**src/rtl/pulse_cmd_loader_if.sv**
```systemverilog
// UART-side byte stream into the command loader and the one-byte response back.
// rx_valid/ack_valid are single-cycle strobes with no ready: the receiver must take each byte in the cycle it appears.
interface pulse_cmd_loader_if;
  logic [7:0] rx_data;
  logic       rx_valid;
  logic       ack_valid;
  logic [7:0] ack_data;

  modport master (output rx_data, rx_valid, input ack_valid, ack_data);
  modport slave  (input rx_data, rx_valid, output ack_valid, ack_data);
endinterface

```
**src/rtl/pulse_cmd_loader.sv**
```systemverilog
// Receives 5-byte command frames over UART, stages pulse timing settings and
// applies them to the live outputs only at the start of a pulse period.
module pulse_cmd_loader #(
  parameter int unsigned TIMEOUT_CYC = 120000
) (
  input  logic                      clk,
  input  logic                      resetn,
  pulse_cmd_loader_if.slave         uart,
  input  logic                      cycle_start,
  output logic [31:0]               period,
  output logic [31:0]               p1width,
  output logic [31:0]               delay,
  output logic [31:0]               p2width,
  output logic [7:0]                pulse_block,
  output logic [15:0]               pulse_block_off,
  output logic [7:0]                cpmg,
  output logic [6:0]                pre_att,
  output logic [6:0]                post_att,
  output logic                      pump,
  output logic                      block,
  output logic                      busy,
  output logic [1:0]                state_dbg,
  output logic                      pending_dbg
);

  localparam int TW = $clog2(TIMEOUT_CYC);

  localparam logic [7:0] ACK_BYTE = 8'h06;
  localparam logic [7:0] NAK_BYTE = 8'h15;
  localparam logic [7:0] TMO_BYTE = 8'h54;

  typedef enum logic [1:0] {
    IDLE = 2'd0,
    RECV = 2'd1,
    EXEC = 2'd2
  } state_t;

  typedef struct packed {
    logic [31:0] period;
    logic [31:0] p1width;
    logic [31:0] delay;
    logic [31:0] p2width;
    logic [7:0]  pulse_block;
    logic [15:0] pulse_block_off;
    logic [7:0]  cpmg;
    logic [6:0]  pre_att;
    logic [6:0]  post_att;
    logic        pump;
    logic        block;
  } cfg_t;

  localparam cfg_t CFG_DEFAULT = '{
    period:          32'd201000,
    p1width:         32'd30,
    delay:           32'd200,
    p2width:         32'd30,
    pulse_block:     8'd50,
    pulse_block_off: 16'd100,
    cpmg:            8'd1,
    pre_att:         7'd0,
    post_att:        7'd127,
    pump:            1'b1,
    block:           1'b1
  };

  state_t        state;
  logic [7:0]    cmd;
  logic [31:0]   word;
  logic [1:0]    byte_cnt;
  logic [TW-1:0] tmo_cnt;
  logic          exec_ok;
  logic          pending;
  cfg_t          st;
  cfg_t          lv;

  logic [31:0]   nxt_word;
  logic          nxt_ok;

  // Validity is judged on the word as it will be once the 4th byte is shifted in,
  // so the ACK/NAK can be registered into the EXEC cycle itself.
  always_comb begin
    nxt_word = {word[23:0], uart.rx_data};
    nxt_ok   = 1'b0;
    case (cmd)
      8'h00:                      nxt_ok = 1'b1;
      8'h01, 8'h02, 8'h03, 8'h04: nxt_ok = (nxt_word != 32'd0);
      8'h05, 8'h06, 8'h07,
      8'h08, 8'h09:               nxt_ok = 1'b1;
      default:                    nxt_ok = 1'b0;
    endcase
  end

  always_ff @(posedge clk) begin
    if (!resetn) begin
      state          <= IDLE;
      cmd            <= 8'h00;
      word           <= 32'd0;
      byte_cnt       <= 2'd0;
      tmo_cnt        <= '0;
      exec_ok        <= 1'b0;
      pending        <= 1'b0;
      uart.ack_valid <= 1'b0;
      uart.ack_data  <= 8'h00;
      st             <= CFG_DEFAULT;
      lv             <= CFG_DEFAULT;
    end else begin
      uart.ack_valid <= 1'b0;
      case (state)
        IDLE: begin
          if (uart.rx_valid) begin
            cmd      <= uart.rx_data;
            byte_cnt <= 2'd0;
            tmo_cnt  <= '0;
            state    <= RECV;
          end
        end
        RECV: begin
          if (uart.rx_valid) begin
            word     <= nxt_word;
            tmo_cnt  <= '0;
            byte_cnt <= byte_cnt + 2'd1;
            if (byte_cnt == 2'd3) begin
              state          <= EXEC;
              exec_ok        <= nxt_ok;
              uart.ack_valid <= 1'b1;
              uart.ack_data  <= nxt_ok ? ACK_BYTE : NAK_BYTE;
            end
          end else if (tmo_cnt == TW'(TIMEOUT_CYC - 1)) begin
            state          <= IDLE;
            uart.ack_valid <= 1'b1;
            uart.ack_data  <= TMO_BYTE;
          end else begin
            tmo_cnt <= tmo_cnt + 1'b1;
          end
        end
        EXEC: begin
          state <= IDLE;
          if (exec_ok) begin
            case (cmd)
              8'h00: st                 <= CFG_DEFAULT;
              8'h01: st.period          <= word;
              8'h02: st.p1width         <= word;
              8'h03: st.delay           <= word;
              8'h04: st.p2width         <= word;
              8'h05: st.pulse_block     <= word[7:0];
              8'h06: st.pulse_block_off <= word[15:0];
              8'h07: st.cpmg            <= word[7:0];
              8'h08: begin
                st.pre_att  <= word[6:0];
                st.post_att <= word[14:8];
              end
              8'h09: begin
                st.pump  <= word[0];
                st.block <= word[1];
              end
              default: ;
            endcase
          end
        end
        default: state <= IDLE;
      endcase

      // A commit coinciding with EXEC copies the old staging; the EXEC write keeps pending set.
      if (cycle_start && pending) begin
        lv <= st;
      end
      if (state == EXEC && exec_ok) begin
        pending <= 1'b1;
      end else if (cycle_start && pending) begin
        pending <= 1'b0;
      end
    end
  end

  assign period          = lv.period;
  assign p1width         = lv.p1width;
  assign delay           = lv.delay;
  assign p2width         = lv.p2width;
  assign pulse_block     = lv.pulse_block;
  assign pulse_block_off = lv.pulse_block_off;
  assign cpmg            = lv.cpmg;
  assign pre_att         = lv.pre_att;
  assign post_att        = lv.post_att;
  assign pump            = lv.pump;
  assign block           = lv.block;
  assign busy            = (state != IDLE);
  assign state_dbg       = state;
  assign pending_dbg     = pending;

endmodule

```
**src/flat_wrapper.sv**
```systemverilog
// flat-port wrapper written by rule: the top's interface ports become plain ports
module pulse_cmd_loader_flat 
#(
  parameter int unsigned TIMEOUT_CYC = 120000
)
  (clk, resetn, cycle_start, period, p1width, delay, p2width, pulse_block, pulse_block_off, cpmg, pre_att, post_att, pump, block, busy, state_dbg, pending_dbg, uart_rx_data, uart_rx_valid, uart_ack_valid, uart_ack_data);
  pulse_cmd_loader_if uart_i ();
  input  logic clk;
  input  logic resetn;
  input  logic cycle_start;
  output logic [31:0] period;
  output logic [31:0] p1width;
  output logic [31:0] delay;
  output logic [31:0] p2width;
  output logic [7:0] pulse_block;
  output logic [15:0] pulse_block_off;
  output logic [7:0] cpmg;
  output logic [6:0] pre_att;
  output logic [6:0] post_att;
  output logic pump;
  output logic block;
  output logic busy;
  output logic [1:0] state_dbg;
  output logic pending_dbg;
  input wire logic [$bits(uart_i.rx_data)-1:0] uart_rx_data;
  input wire logic [$bits(uart_i.rx_valid)-1:0] uart_rx_valid;
  output wire logic [$bits(uart_i.ack_valid)-1:0] uart_ack_valid;
  output wire logic [$bits(uart_i.ack_data)-1:0] uart_ack_data;
  assign uart_i.rx_data = uart_rx_data;
  assign uart_i.rx_valid = uart_rx_valid;
  assign uart_ack_valid = uart_i.ack_valid;
  assign uart_ack_data = uart_i.ack_data;
  pulse_cmd_loader #(.TIMEOUT_CYC(TIMEOUT_CYC)) u_core (.clk(clk), .resetn(resetn), .uart(uart_i), .cycle_start(cycle_start), .period(period), .p1width(p1width), .delay(delay), .p2width(p2width), .pulse_block(pulse_block), .pulse_block_off(pulse_block_off), .cpmg(cpmg), .pre_att(pre_att), .post_att(post_att), .pump(pump), .block(block), .busy(busy), .state_dbg(state_dbg), .pending_dbg(pending_dbg));
endmodule
```
**config.mk**
```make
export PLATFORM = sky130hd
export DESIGN_NAME = pulse_cmd_loader_flat
export DESIGN_NICKNAME = d
export VERILOG_FILES = /design/src/rtl/pulse_cmd_loader_if.sv /design/src/rtl/pulse_cmd_loader.sv /design/src/flat_wrapper.sv
export SDC_FILE = /design/constraint.sdc
export NUM_CORES = 1
export LEC_CHECK = 0
export BUFFER_PORTS_ARGS = -buffer_cell sky130_fd_sc_hd__buf_2
export CORE_MARGIN = 2
export CORE_UTILIZATION = 45
export CTS_CLUSTER_SIZE = 14
export DETAILED_ROUTE_END_ITERATION = 8
export PLACE_DENSITY = 0.67
export SYNTH_ARGS = -nofsm -noshare
export SYNTH_HDL_FRONTEND = slang
export SYNTH_SLANG_ARGS = --single-unit
```
**constraint.sdc**
```tcl
create_clock -name clk -period 3.7 [get_ports clk]
set_input_delay 0.555 -clock clk [delete_from_list [all_inputs] [get_ports clk]]
set_output_delay 0.555 -clock clk [all_outputs]
set_load 0.02 [all_outputs]
```
Word-level counts from Yosys, hierarchy flattened
Index checks and enable logic that the tools add are counted.
{"block": "totals", "inputBits": 12, "ram_bits": 0, "output_inout_bits": 189, "romBits": 0, "wordCells": 120, "latch_bits": 0, "n_memories": 0, "register_bits": 424}
{"block": "classes", "multipliers": 0, "magnitude_cmp": 0, "shift": 0, "eq_ne": 19, "n_div": 0, "reduce_logical": 37, "add_sub_neg": 2, "bitwise_logic": 0, "mux": 31}
{"op": "case mux 32 bit (2 select lines)", "n": 4}
{"op": "two-way mux 17 bit", "n": 3}
{"op": "AND reduction 3 bit", "n": 14}
{"op": "case mux 17 bit (2 select lines)", "n": 1}
{"op": "== test 8 x 3 -> 1 bit (second input constant)", "n": 4}
{"op": "case mux 16 bit (2 select lines)", "n": 1}
{"op": "case mux 8 bit (2 select lines)", "n": 2}
{"op": "nonzero test 32 bit", "n": 1}
{"op": "case mux 14 bit (2 select lines)", "n": 1}
{"op": "nonzero test 2 bit", "n": 13}
{"op": "two-way mux 8 bit", "n": 3}
{"op": "adder 17 x 1 -> 17 bit (second input constant)", "n": 1}
{"op": "== test 17 bit (second input constant)", "n": 1}
{"op": "== test 8 x 2 -> 1 bit (second input constant)", "n": 2}
{"op": "== test 8 x 4 -> 1 bit (second input constant)", "n": 2}
{"op": "two-way mux 2 bit", "n": 6}
{"op": "case mux 2 bit (2 select lines)", "n": 3}
{"op": "== test 8 x 1 -> 1 bit (second input constant)", "n": 1}
{"op": "logical NOT 8 bit", "n": 1}
{"op": "inequality test 3 x 2 -> 1 bit (second input constant)", "n": 2}
{"op": "AND reduction 2 bit", "n": 3}
{"op": "OR reduction 6 bit", "n": 1}
{"op": "two-way mux 1 bit", "n": 5}
{"op": "two-way mux 5 bit", "n": 1}
{"op": "other kinds (10)", "n": 13}

Logic depth before layout (Yosys ltp)
Gate-level depths: netlist of run 1.
{"block": "depth", "ltp_word": 6, "ltp_mapped": 8, "ltp_nobuf": 6}

Worst setup path after synthesis of run 1
Ideal clock, no wire load.
{"block": "synth_timing", "path_type": "flip-flop to flip-flop", "from": "register u_core.cmd[4]", "to": "register u_core.st[59] (netlist bit)", "period_less_slack_ns": 2.103, "n_path_buf": 3, "setup_ns": 0.128, "slack_ns": 1.597, "t_arrival_ns": 1.975, "path_stages_with_launch": 8, "cell_sequence": "dfxtp_1 > or4_1 > buf_6 > or4_4 > buf_6 > buf_2 > a22oi_1 > nor2_1"}
{"block": "synth_via", "elab_chain_len": 3, "word_cells_on_any_way": 5, "cone_classes": "1 x eq/ne; 1 x mux; 3 x reduce/logical"}
{"item": "from (decl)", "line": "pulse_cmd_loader.sv:67", "rtl": "logic [7:0] cmd;"}
{"item": "from (signal assigned)", "line": "pulse_cmd_loader.sv:111", "rtl": "cmd <= uart.rx_data;"}
{"item": "== test 8 x 3 -> 1 bit or logical NOT 8 bit (tied branches)", "line": "pulse_cmd_loader.sv:139", "rtl": "case (cmd)"}
{"item": "nonzero test 2 bit (no source line)"}
{"item": "AND reduction 3 bit (no source line)"}
{"item": "to (decl)", "line": "pulse_cmd_loader.sv:73", "rtl": "cfg_t st;"}
Parallel ways exist; a longest one is shown, timed or not.
A chain may end at the register's enable or synchronous reset.

Worst setup path in the final report of run 1
{"block": "layout_timing", "from": "register u_core.cmd[4]", "to": "register u_core.st[161] (netlist bit)"}
{"block": "layout_via", "elab_chain_len": 3, "word_cells_on_any_way": 5, "cone_classes": "1 x eq/ne; 1 x mux; 3 x reduce/logical"}
{"item": "== test 8 x 1 -> 1 bit or logical NOT 8 bit (tied branches)", "line": "pulse_cmd_loader.sv:139"}
{"item": "nonzero test 2 bit (no source line)"}
{"item": "AND reduction 3 bit (no source line)"}
Parallel ways exist; a longest one is shown, timed or not.

==> metrics.md, run 1 <==
| Metric | Value |
|---|---|
| Status | finished, final reports clean |
| Min Tclk post-route | 2.59 ns |
| GRT Total Usage | 23.8% |
| Clk_lat worst skew | 0.53 ns |
| Hold EP | u_core.cmd[0]$_SDFFE_PN0P_ |
| Setup TNS | 0 ns |
| Worst Path Arrival | 2.97 ns |
| Yosys warning total | 0 |
| Storage cell area | 0.00843 mm2 |
| Gr ovfl total | 0 |
| Number of synthesized flops with an enable pin | 0 |
| P_sw | 0.00195 W |
| Cells after Synth | 1882 |
| CTS Buffer Depth | 3 |
| Final Core Density | 53.2% |
| Largest net degree at the start of global routing | 167 |
| Number of global-route vias before repair | 12301 |
| TritonCTS Buffers | 42 |
| Ys flop type | dfxtp_1 |
| Post-synthesis sequential area ratio | 54.8% |
| Top cell type's share of synthesized area | 54.8% |
| Share of cells above drive strength 1 | 15.3% |
| Slew @ Worst Pin | 1.11 ns |
| Final Setup Violations | 0 |
| Max Cap Viol | 0 |
| Metal2 WL | 20.1 mm |
| Sequential power share | 50.8% |
| H-tree Lvls | 2 |
| Initial Utilization | 45.7% |
| DR iter-0 viols | 1058 |
| Critical Path RT | 4.07 ns |
| Fillers | 3183 |
| Via density per instance | 5.51 |
| Comb power frac | 2.3% |
| Worst r2r path cells | 6 |
| Asr flop ratio synth | 0% |
| Setup Fix Bufs, Post-CTS | 0 |
| Wire length per cell | 17.8 um |
| Clock power share | 46.9% |
| Dpl hpwl | 27.3 mm |
| Kind of critical path | reg2reg |
| Metal3 WL | 2.96 mm |
| Worst Hold Depth | 3 |
| Number of top-level pins | 201 |
| Clk pin slew, worst setup/hold paths | 0.06 ns |
| Final period utilization | 70.1% |
| Die Width | 189 um |
| Post-synthesis register bit count | 421 |
| Fmax | 385 MHz |
| Core region area | 0.0336 mm2 |
| Max-slew headroom at the worst pin | 25.6% |
| Nets | 2001 |
| Distinct cells, synth | 61 |
| CP peak stage delay | 0.80 ns |
| Clock skew | 0.0133 ns |
| Die area | 0.0357 mm2 |
| Total wire length | 43.8 mm |
| Routed length on met1 | 19.2 mm |
| Final Wtd Congestion | 0.858 |
| Area of the mapped netlist | 0.0154 mm2 |
| Leak | 6.61 nW |
| Post-Syn Area per Cell | 8.17 um2 |
| Hold Buf Count CTS | 0 |
| Clk sinks | 421 |
| Startpoint types | flip-flop |
| Post-DRT Antenna Nets | 0 |
| Sw Share | 21.6% |
| FF-to-FF setup slack | 1.11 ns |
| Reg2reg end | u_core.st[161]$_SDFFE_PN1P_ |
| Hold Path Class | in2reg |
| Global-route wire length before repair | 68.1 mm |
| Worst path cell trace | or4_1, nor4_1, nand2b_1, buf_4, nor3b_1, o21ai_0 |
| P_int | 0.00707 W |
| Die height | 189 um |
| Biggest area consumer among synthesized cells | dfxtp_1 |
| Cell area power density | 504 mW/mm2 |
| Total number of vias | 13580 |
| Max-slew violations | 0 |
| Antenna violations before repair | 2 |
| Setup crit end kind | flip-flop |
| FF-to-FF Start | u_core.cmd[4]$_SDFFE_PN0P_ |
| Multi-input gate area | 0.00630 mm2 |
| Hold Fails Final Rpt | 0 |
| DRC viols | 0 |
| Critical path peak fanout | 31 |
| Synth area leaders | dfxtp_1 55%, nand2_1 13%, a21oi_1 9.2% |
| Clock root buffer | clkbuf_16 |
| Hold Crit Start | uart_rx_data[0] |
| DR top layer | met5 |
| TritonCTS clock tree | done |
| Critical Path Slowest Stage Cell | or4_1 |
| Cts repair resizes | 0 |
| RSZ-0062 raised after global routing | no |
| Cell Rows | 67 |
| Router iterations before antenna repair | 5 |
| Area growth syn-to-layout | 16.4% |
| Port Buffers | 197 |
| Worst IR Drop VDD | 0.000297 V |
==> critical path, delay by kind of cell, from the launching register on <==
family | cells | cell delay, ns
AOI/OAI and AO/OA | 1 | 0.10
buffers and inverters | 1 | 0.27
DFF | 1 | 0.33
and+or+nand+nor | 4 | 1.72
==> cell usage after synthesis, drive strengths merged, types with 2 or more instances <==
master,count
nand2b,8
or3,5
nor3,9
o41ai,2
or2,3
o22a,2
nor3b,8
nor2,94
a31oi,8
o22ai,17
a2111oi,2
o211a,2
mux2i,2
a21oi,284
nand3b,2
and4,4
nand4b,3
or4b,3
a41oi,3
nand4,13
o21ai,31
nand2,543
inv,4
or4,7
buf,18
a22oi,60
xnor2,4
nand3,124
and3,6
clkinv,2
nor4,19
and2,5
nor2b,5
dfxtp,421
ha,2
clkbuf,144
==> cell usage in the layout (no fill, tap or decap), types with 10 or more instances in the layout <==
cell type and count:
clkbuf_16 43, o22ai_1 17, clkbuf_1 10, dfxtp_1 421, nor2_1 93, nor4_1 11
nand4_1 13, a22oi_1 60, nand2_1 542, o21ai_0 25, a21oi_1 284, buf_4 21
nand3_1 124, buf_2 197
==> state kept, by name, indices dropped and copies added, names as in the netlist, 16 cells and up <==
name,cells
u_core.delay,32
u_core.pulse_block_off,16
u_core.p1width,32
u_core.tmo_cnt,17
u_core.word,32
u_core.st,176
u_core.p2width,32
u_core.period,32
==> cells by family after synthesis <==
group | Yosys count | synth area share (%)
other cells | 1 | 0.0244
mux | 3 | 0.204
compound gates | 418 | 15.4
simple gates | 865 | 24.8
flops | 421 | 54.8
fa+ha+maj | 2 | 0.163
xor+xnor | 4 | 0.228
buf+inv | 168 | 4.40
==> metrics by stage <==
step | hold slack, ns | std cells | setup slack [ns] | power, W | cell area, um2
2_1_floorplan | 0.432 | 1884 | 1.60 | 0.00482 | 15400
5_1_grt | 0.281 | 2464 | 0.935 | 0.00927 | 17900
6_report | 0.290 | 2465 | 1.11 | 0.00902 | 17900
3_5_place_dp | 0.442 | 2391 | 1.18 | 0.00488 | 16500
3_3_place_gp | 0.437 | 2391 | 1.24 | 0.00488 | 16500
4_1_cts | 0.269 | 2464 | 1.13 | 0.00907 | 17900
==> power groups by stage <==
stage,clock network [W],logic [W],registers [W]
finish,0.00423,0.000209,0.00458
global route,0.00447,0.000228,0.00457
CTS,0.00429,0.000208,0.00457
detailed placement,0,0.000207,0.00468
global placement,0,0.000205,0.00468
floorplan,0,0.000170,0.00465
==> worst max path at each step <==
stage          cells after the start                          end                        from  slack, ns
2_1_floorplan                      7   u_core.st[59]$_SDFFE_PN0P_  u_core.cmd[4]$_SDFFE_PN0P_       1.60
3_3_place_gp                       5   u_core.st[31]$_SDFFE_PN0P_  u_core.cmd[4]$_SDFFE_PN0P_       1.24
3_5_place_dp                       5   u_core.st[35]$_SDFFE_PN0P_  u_core.cmd[4]$_SDFFE_PN0P_       1.18
4_1_cts                            6  u_core.st[161]$_SDFFE_PN1P_  u_core.cmd[4]$_SDFFE_PN0P_       1.13
5_1_grt                            5   u_core.st[25]$_SDFFE_PN0P_  u_core.cmd[4]$_SDFFE_PN0P_       0.94
6_report                           6  u_core.st[161]$_SDFFE_PN1P_  u_core.cmd[4]$_SDFFE_PN0P_       1.11
==> metal layers <==
| layer | track usage, % | vias up |
|---|---|---|
| met5 | 0 | - |
| met4 | 8.98 | 4 |
| met3 | 3.97 | 110 |
| met2 | 37.9 | 451 |
| met1 | 32.4 | 6445 |
| li1 | - | 6570 |
==> final cells by class <==
cell class | instances | share of cell area [%]
well taps | 448 | 3.13
repair buffers | 221 | 6.73
multi-input cells | 1295 | 35.2
clock buffers | 60 | 6.76
clock inverters | 13 | 0.839
inverters | 6 | 0.168
diodes | 1 | 0.0140
flip-flops and latches | 421 | 47.1
(Power assumes the default switching activity.)
==> inputs of run 2 (changes only) <==
--- a/config.mk
+++ b/config.mk
@@ -10,7 +10,7 @@
 export CORE_UTILIZATION = 45
 export CTS_CLUSTER_SIZE = 14
 export DETAILED_ROUTE_END_ITERATION = 8
-export PLACE_DENSITY = 0.67
+export PLACE_DENSITY = 0.69
 export SYNTH_ARGS = -nofsm -noshare
 export SYNTH_HDL_FRONTEND = slang
 export SYNTH_SLANG_ARGS = --single-unit
==> constraint.sdc (replaced) <==
create_clock -name clk -period 2.1 [get_ports clk]
set_input_delay 0.315 -clock clk [delete_from_list [all_inputs] [get_ports clk]]
set_output_delay 0.315 -clock clk [all_outputs]
set_load 0.02 [all_outputs]
==> run 2 against run 1 <==
Compared with the run above:
- maximum frequency rose by 24%
- worst hold slack got worse by 0.26 ns
- sequential power grew 75%
- critical endpoint is now u_core.st[67]$_SDFFE_PN0P_
- largest power group unchanged
==> metrics.md, run 2 (synthesized netlist as in run 1, its figures left out) <==
| Metric | Value |
|---|---|
| Post-Layout Cell Count | 2535 (+2.8%) |
| Fmax | 478 MHz (+24%) |
| Cell area power density | 857 mW/mm2 (+70%) |
| Hold Crit Start | uart_rx_data[4] |
| Commonest non-fill, non-tap cell in the layout | nand2_1 |
| Max reg flops | 176 (unchanged) |
| Max Cap Viol | 0 (unchanged) |
| RSZ-0062 raised after global routing | yes |
| Clk sinks | 421 (unchanged) |
| Die height | 189 um (unchanged) |
| Max-slew headroom at the worst pin | 45.4% (+20 points) |
| Worst Path Arrival | 2.52 ns (-0.45 ns) |
| Port Buffers | 197 (unchanged) |
| Min Tclk post-route | 2.09 ns (-0.503 ns) |
| Worst Hold Depth | 3 (unchanged) |
| H-tree Lvls | 2 (unchanged) |
| Initial Utilization | 45.7% (unchanged) |
| Cell Rows | 67 (unchanged) |
| Hold Buf Count CTS | 0 (unchanged) |
| Clock root buffer | clkbuf_16 |
| Total number of vias | 13939 (+2.6%) |
| Worst IR Drop VDD | 0.000725 V (+140%) |
| GRT Total Usage | 24.1% (+0.35 points) |
| Most flops, register | u_core.st |
| Number of top-level pins | 201 (unchanged) |
| Global-route wire length before repair | 69.3 mm (+1.7%) |
| CTS Buffer Depth | 3 (unchanged) |
| Clock skew | 0.0224 ns (+0.00906 ns) |
| Worst r2r path cells | 5 (-1) |
| TritonCTS Buffers | 43 (+2.4%) |
| Critical Path RT | 2.53 ns (-1.54 ns) |
| Die area | 0.0357 mm2 (unchanged) |
| Kind of critical path | reg2reg |
| Leak | 7.07 nW (+6.9%) |
| Largest net degree at the start of global routing | 131 (-22%) |
| Most frequent cells in the layout | 541 x nand2_1, 421 x dfxtp_1, 282 x a21oi_1 |
| Post-DRT Antenna Nets | 0 (unchanged) |
| Power Total | 0.0160 W (+78%) |
| Final Setup Violations | 0 (unchanged) |
| Antenna fix cells | 0 (-1) |
| Number of global-route vias before repair | 12892 (+4.8%) |
| Max-slew violations | 0 (unchanged) |
| Area growth syn-to-layout | 21.5% |
| Core region area | 0.0336 mm2 (unchanged) |
| Router iterations before antenna repair | 6 (+1) |
| Dpl hpwl | 28.8 mm (+5.4%) |
| Antenna violations before repair | 0 (-2) |
| DRC viols | 0 (unchanged) |
| Startpoint types | flip-flop |
| Final Wtd Congestion | 0.893 (+4.0%) |
| Share of cells above drive strength 1 | 18.9% (+3.6 points) |
| Status | finished, final reports clean |
| Slew @ Worst Pin | 0.820 ns (-0.293 ns) |
| Placed cells | 2456 (+2.7%) |
| Gr ovfl total | 0 (unchanged) |
| FF-to-FF setup slack | 0.009 ns (-1.10 ns) |
| Die Width | 189 um (unchanged) |
| FF-to-FF Start | u_core.cmd[6]$_SDFFE_PN0P_ |
| Clk_lat worst skew | 0.56 ns (+0.03 ns) |
| Setup crit end kind | flip-flop |
| DR iter-0 viols | 1255 (+19%) |
| Wire length per cell | 17.6 um (-0.93%) |
| Total wire length | 44.6 mm (+1.9%) |
| Clk pin slew, worst setup/hold paths | 0.06 ns (about the same) |
| TritonCTS clock tree | done |
| Critical path peak fanout | 28 (-9.7%) |
| Hold EP | u_core.cmd[4]$_SDFFE_PN0P_ |
| Via density per instance | 5.50 (-0.19%) |
| Reg2reg end | u_core.st[67]$_SDFFE_PN0P_ |
| Hold Path Class | in2reg |
| Hold Fails Final Rpt | 0 (unchanged) |
| Nets | 2068 (+3.3%) |
| Final period utilization | 99.6% (+29 points) |
## run 2: routing by layer
layer / wire [um] / vias to the layer above / track usage, % / part of all wire (%)
met5: 0 / - / 0 / 0
met1: 18700 / 6645 / 31.6 / 42
met2: 21500 / 493 / 40.6 / 48
met3: 3250 / 80 / 4.34 / 7.3
li1: - / 6721 / - / -
met4: 1050 / 0 / 7.36 / 2.4
## run 2: critical path, stage by stage (launching register included)
cell	delay, ns
dfxtp_1	0.31
or4_4	0.62
or4_4	0.55
buf_12	0.19
a22oi_1	0.23
nor2_1	0.06
## run 2: cell type report
| cell class | instances | area, um2 |
|---|---|---|
| Inverter | 6 | 30.0 |
| Timing Repair Buffer | 287 | 1840 |
| Tap cell | 448 | 561 |
| Sequential cell | 421 | 8430 |
| Multi-Input combinational cell | 1295 | 6410 |
| Clock inverter | 9 | 88.8 |
| Clock buffer | 69 | 1320 |
| Fill cell | 3116 | 14900 |
## run 2: stage by stage
step	setup TNS, ns	utilization, %	cell area (um2)	setup slack [ns]	hold WS (ns)
4_1_cts	0	55.2	18600	0.0301	0.0205
3_3_place_gp	-0.361	51.0	17100	-0.0240	0.436
3_5_place_dp	-2.92	51.0	17100	-0.0907	0.445
2_1_floorplan	-0.0512	-	15400	-0.00256	0.432
5_1_grt	-0.209	55.6	18700	-0.0363	0.0390
6_report	0	55.6	18700	0.00894	0.0343
## run 2: worst max-delay path by stage
stage,from,to,slack (ns),depth (start not counted)
2_1_floorplan,u_core.cmd[4]$_SDFFE_PN0P_,u_core.st[59]$_SDFFE_PN0P_,-0.003,7
3_3_place_gp,u_core.cmd[4]$_SDFFE_PN0P_,u_core.st[55]$_SDFFE_PN0P_,-0.02,5
3_5_place_dp,u_core.cmd[4]$_SDFFE_PN0P_,u_core.st[67]$_SDFFE_PN0P_,-0.09,5
4_1_cts,u_core.tmo_cnt[8]$_SDFFE_PN0P_,u_core.tmo_cnt[15]$_SDFFE_PN0P_,0.03,5
5_1_grt,u_core.cmd[6]$_SDFFE_PN0P_,u_core.st[74]$_SDFFE_PN0P_,-0.04,5
6_report,u_core.cmd[6]$_SDFFE_PN0P_,u_core.st[67]$_SDFFE_PN0P_,0.009,5
## run 2: power by group
group          switching [W]  internal [W]  total, W
Sequential         0.0000171       0.00801   0.00802
Combinational       0.000352      0.000124  0.000476
Clock                0.00316       0.00434   0.00751
Total                0.00353        0.0125    0.0160
## run 2: timing repair
item                                   in CTS  in global routing
pin swaps                                   0                  2
buffers inserted                            0                  1
resized for setup                           1                 20
gates cloned                                0                  0
setup endpoints to repair                 109                 94
endpoints found under the hold margin       0                  0
